[config.mk]
export PLATFORM = sky130hd
export DESIGN_NAME = reg_port_sequencer
export DESIGN_NICKNAME = d
export VERILOG_FILES = /design/src/rtl/reg_port_sequencer.sv
export SDC_FILE = /design/constraint.sdc
export NUM_CORES = 1
export LEC_CHECK = 0
export BUFFER_PORTS_ARGS = -buffer_cell sky130_fd_sc_hd__clkbuf_2
export CAP_MARGIN = 20
export CORE_MARGIN = 5
export CORE_UTILIZATION = 38
export CTS_CLUSTER_DIAMETER = 30
export DETAILED_ROUTE_END_ITERATION = 16
export GPL_TIMING_DRIVEN = 0
export PLACE_DENSITY = 0.77
export SLEW_MARGIN = 20
export SYNTH_ARGS = -nofsm -noshare
export SYNTH_HDL_FRONTEND = slang
export SYNTH_SLANG_ARGS = --single-unit
[constraint.sdc]
create_clock -name clk -period 2.5 [get_ports clk]
set_clock_uncertainty 0.2 [all_clocks]
set_input_delay 0.25 -clock clk [delete_from_list [all_inputs] [get_ports clk]]
set_output_delay 0.25 -clock clk [all_outputs]
set_load 0.05 [all_outputs]
[src/rtl/reg_port_sequencer.sv]
// Single-port register file sequencer: arbitrates writeback vs operand reads.
// Optional RF_ZERO_REG_EN hardwires register 0 to zero.
module reg_port_sequencer (
  input  logic        clk,
  input  logic        rst_n,
  input  logic        rd_req,
  output logic        rd_ready,
  input  logic [4:0]  rs_a,
  input  logic [4:0]  rs_b,
  output logic        op_valid,
  output logic [31:0] op_a,
  output logic [31:0] op_b,
  input  logic        wb_req,
  input  logic [4:0]  wb_sel,
  input  logic [31:0] wb_data,
  output logic        wb_ack,
  output logic [4:0]  rf_sel,
  output logic        rf_read_write,
  output logic        rf_enable,
  output logic [31:0] rf_data_in,
  input  logic [31:0] rf_data_out
);

`ifdef RF_ZERO_REG_EN
  localparam bit ZeroEn = 1'b1;
`else
  localparam bit ZeroEn = 1'b0;
`endif

  typedef enum logic [2:0] {
    IDLE,
    WRITE,
    RD_A,
    RD_B,
    CAP
  } state_e;

  state_e      state_q, state_d;
  logic [4:0]  wb_sel_q, wb_sel_d;
  logic [31:0] wb_data_q, wb_data_d;
  logic [4:0]  rs_a_q, rs_a_d;
  logic [4:0]  rs_b_q, rs_b_d;
  logic [31:0] op_a_q, op_a_d;
  logic [31:0] op_b_q, op_b_d;
  logic        op_valid_q, op_valid_d;
  logic        zero_a, zero_b, zero_wb;

  assign zero_a  = ZeroEn && (rs_a_q == 5'd0);
  assign zero_b  = ZeroEn && (rs_b_q == 5'd0);
  assign zero_wb = ZeroEn && (wb_sel_q == 5'd0);

  always_ff @(posedge clk or negedge rst_n) begin
    if (!rst_n) begin
      state_q    <= IDLE;
      wb_sel_q   <= '0;
      wb_data_q  <= '0;
      rs_a_q     <= '0;
      rs_b_q     <= '0;
      op_a_q     <= '0;
      op_b_q     <= '0;
      op_valid_q <= 1'b0;
    end else begin
      state_q    <= state_d;
      wb_sel_q   <= wb_sel_d;
      wb_data_q  <= wb_data_d;
      rs_a_q     <= rs_a_d;
      rs_b_q     <= rs_b_d;
      op_a_q     <= op_a_d;
      op_b_q     <= op_b_d;
      op_valid_q <= op_valid_d;
    end
  end

  always_comb begin
    state_d    = state_q;
    wb_sel_d   = wb_sel_q;
    wb_data_d  = wb_data_q;
    rs_a_d     = rs_a_q;
    rs_b_d     = rs_b_q;
    op_a_d     = op_a_q;
    op_b_d     = op_b_q;
    op_valid_d = 1'b0;
    unique case (state_q)
      IDLE: begin
        if (wb_req) begin
          wb_sel_d  = wb_sel;
          wb_data_d = wb_data;
          state_d   = WRITE;
        end else if (rd_req) begin
          rs_a_d  = rs_a;
          rs_b_d  = rs_b;
          state_d = RD_A;
        end
      end
      WRITE: state_d = IDLE;
      RD_A:  state_d = RD_B;
      // file output now holds the rs_a read issued in RD_A
      RD_B: begin
        op_a_d  = zero_a ? 32'h0 : rf_data_out;
        state_d = CAP;
      end
      CAP: begin
        op_b_d     = zero_b ? 32'h0 : rf_data_out;
        op_valid_d = 1'b1;
        state_d    = IDLE;
      end
      default: state_d = IDLE;
    endcase
  end

  always_comb begin
    rf_sel        = 5'd0;
    rf_read_write = 1'b0;
    rf_enable     = 1'b0;
    rf_data_in    = 32'h0;
    wb_ack        = 1'b0;
    unique case (state_q)
      WRITE: begin
        rf_sel        = wb_sel_q;
        rf_read_write = 1'b1;
        rf_enable     = !zero_wb;
        rf_data_in    = wb_data_q;
        wb_ack        = 1'b1;
      end
      RD_A: begin
        rf_sel    = rs_a_q;
        rf_enable = 1'b1;
      end
      RD_B: begin
        rf_sel    = rs_b_q;
        rf_enable = 1'b1;
      end
      default: ;
    endcase
  end

  assign rd_ready = (state_q == IDLE) && !wb_req;
  assign op_valid = op_valid_q;
  assign op_a     = op_a_q;
  assign op_b     = op_b_q;

endmodule

==> flow_summary.toml <==
[floorplan]
dieArea_um2 = 14600
start_util_pct = 38.9
dieWidth_um = 121
ios = 189
coreArea_um2 = 12000
rows = 40
dieHeight_um = 121

[timing]
hold_viol_final = 0
finalWorstSetupSlack_ns = 0.110
period_needed_ns = 2.39
maxSlewViolCount = 0
rsz0062_at_grt = "no"
max_slew.worst_pin.slew_ns = 0.761
tns_ns = 0
min_period_over_period_pct = 95.6
max_freq_ghz = 0.418
slew-limit-headroom_pct = 48.9
hold_slack_ns = 0.0847
setup_viol = 0

[outcome]
outcome = "complete, no violations"

[route]
num_vias = 3536
totalWireLength_um = 12500
vias_per_cell = 4.68
drc = 0
dr.pass1.iters = 4
wl_per_cell_um = 16.6
postRouteAntennaNets = 0
drt_iter0_markers = 120

[critical_path]
cp.arrival_ns = 1.94
r2r_setup_slack_ns = 0.41
start_kind = "flip-flop"
cp_slowest_cell = "dfrtp_2"
timing.rr.start = "state_q[2]"
r2r_cells = 3
critPathMostFrequentCell = "buf_4"
worstPathCellList = "buf_4, nor3b_4, buf_4, clkbuf_8, and2_1, clkbuf_4"
endpoint_kind = "primary output"
cp_max_fo = 10
crit_type = "flip-flop to primary output"
required_ns = 2.05
critPathMaxStageDelay_ns = 0.45
r2r-end = "wb_data_q[3]"

[placement]
gp_congestion = 0.722
post-place-ws_ns = -0.169
dp_hpwl_um = 8090
io_buffers = 188

[grt]
grt_antenna_before_repair = 0
grt_max_degree = 88
grt_overflow_total = 0
grt_first_pass_wirelength_um = 20300
track_usage_pct = 17.9
grt_pass1_vias = 4034

[flow_run]
maxCapViolCount = 0

[clock_tree]
clk_latency_ns = 0.40
cts_tree = "built"
clock_path_buffers = 2
cts_made_buffers = 17
cts_root_buf = "clkbuf_16"
clkTransAtPathRegs_ns = 0.05
htreeDepth = 4
cts.sinks = 115

[synth]
yosysTopAreaCell = "dfrtp_1"
syn-num-nets = 388
synth_top_area_share_pct = 61.7
ys_ff_latch = 115
avgSynthCellArea_um2 = 15.3
syn-instance-count = 305
ys_warn_count = 0
ys_top_cells_by_area = "dfrtp_1 62%, mux2_2 28%, and2_1 4.4%"
synth_area_um2 = 4670
ys_seq_area_share_pct = 61.7
synth_cell_type_count = 18

[layout]
layout.nets = 679
antenna_cells = 0
multiInputGateArea_um2 = 1680
regArea_um2 = 2880
fin_util_pct = 61.5
area_delta_synth_final_pct = 58.4
drive_gt1_share_pct = 58.9
fillCellCount = 929

[worst_hold_path]
hp-class = "primary input to async pin"
worst max-delay path, delay by kind of cell (launching register included):
family	cells	cell delay (ns)
flops	1	0.45
simple gates	2	0.32
buf+inv	4	0.76
kinds of logic after synthesis:
kind of cell	after synthesis	synth area share (%)
buffers and inverters	19	2.57
AO/OA/AOI/OAI	6	0.912
multiplexers	116	28.0
AND/OR/NAND/NOR	49	6.86
flip-flops	115	61.7
per-layer routing:
layer,global-route usage (%),vias up,part of all wire (%)
met5,0,-,0
met4,8.07,0,2.6
met3,6.74,29,7.5
met2,31.6,143,53
met1,18.9,1716,37
li1,-,1648,-
cell usage after synthesis:
master      n
a21oi_1     1
a22oi_1     5
and2_1     33
buf_2       6
buf_4       5
buf_6       3
clkbuf_1    3
dfrtp_1   115
inv_1       2
mux2_1      2
mux2_2    114
nand2_2     1
nand3b_2    1
nor2_1      8
nor2b_1     1
nor3_1      2
nor3b_1     1
nor4_4      2
per-stage QoR:
| stage | area (um^2) | cells |
|---|---|---|
| detailed placement | 5830 | 641 |
| finish | 7390 | 756 |
| global placement | 5790 | 640 |
| global route | 7390 | 756 |
| CTS | 7380 | 756 |
| floorplan | 4670 | 305 |
what timing repair did:
action / in CTS / in global routing
pin swaps: 1 / 0
hold buffers: 82 / 0
setup endpoints to repair: 34 / 31
gates resized for setup: 38 / 9
endpoints found under the hold margin: 228 / 0
setup buffers: 1 / 0
flip-flops by register name (all words and copies together) (netlist names):
signal,flops
op_valid,1
state_q,3
rs_a_q,5
op_a,32
wb_sel_q,5
wb_data_q,32
op_b,32
rs_b_q,5
how the worst max path moves through the flow:
| stage | startpoint | end | slack, ns | depth (start not counted) |
|---|---|---|---|---|
| 2_1_floorplan | state_q[2] | rf_data_in[22] | 0.20 | 4 |
| 3_3_place_gp | rst_n | wb_data_q[7] | -0.56 | 1 |
| 3_5_place_dp | state_q[2] | rf_data_in[8] | -0.17 | 5 |
| 4_1_cts | state_q[1] | rf_sel[4] | 0.006 | 5 |
| 5_1_grt | state_q[2] | rf_data_in[27] | 0.0006 | 6 |
| 6_report | state_q[1] | rf_data_in[12] | 0.11 | 6 |
final cells by class:
class / instances / area share [%]
buffer: 17 / 1.86
clock buffer: 18 / 5.81
clock inverter: 14 / 2.54
inverter: 2 / 0.102
multi-input combinational: 171 / 22.8
sequential: 115 / 39.0
tap: 147 / 2.49
timing repair buffer: 272 / 25.5
cell usage in the layout (no fill, tap or decap), types with 2 or more instances in the layout:
cell           netlist  routed
and2_1              33      33
clkbuf_1             3       2
nor3_1               2       2
buf_4                5      10
inv_1                2       2
clkinv_2             0       4
clkbuf_2             0     158
clkbuf_16            0      17
dfrtp_2              0       2
clkinv_4             0       2
dlygate4sd3_1        0      82
buf_6                3       4
a22oi_1              5       5
nor4_4               2       2
buf_2                6       4
dfrtp_1            115     113
mux2_1               2       2
mux2_2             114     114
clkbuf_8             0       3
bufinv_16            0       4
clkinvlp_4           0       4
clkbuf_4             0      26
nor2_1               8       8
Power is not shown: default switching activity piles up to over one toggle a cycle in this logic, so the estimate is an artifact.
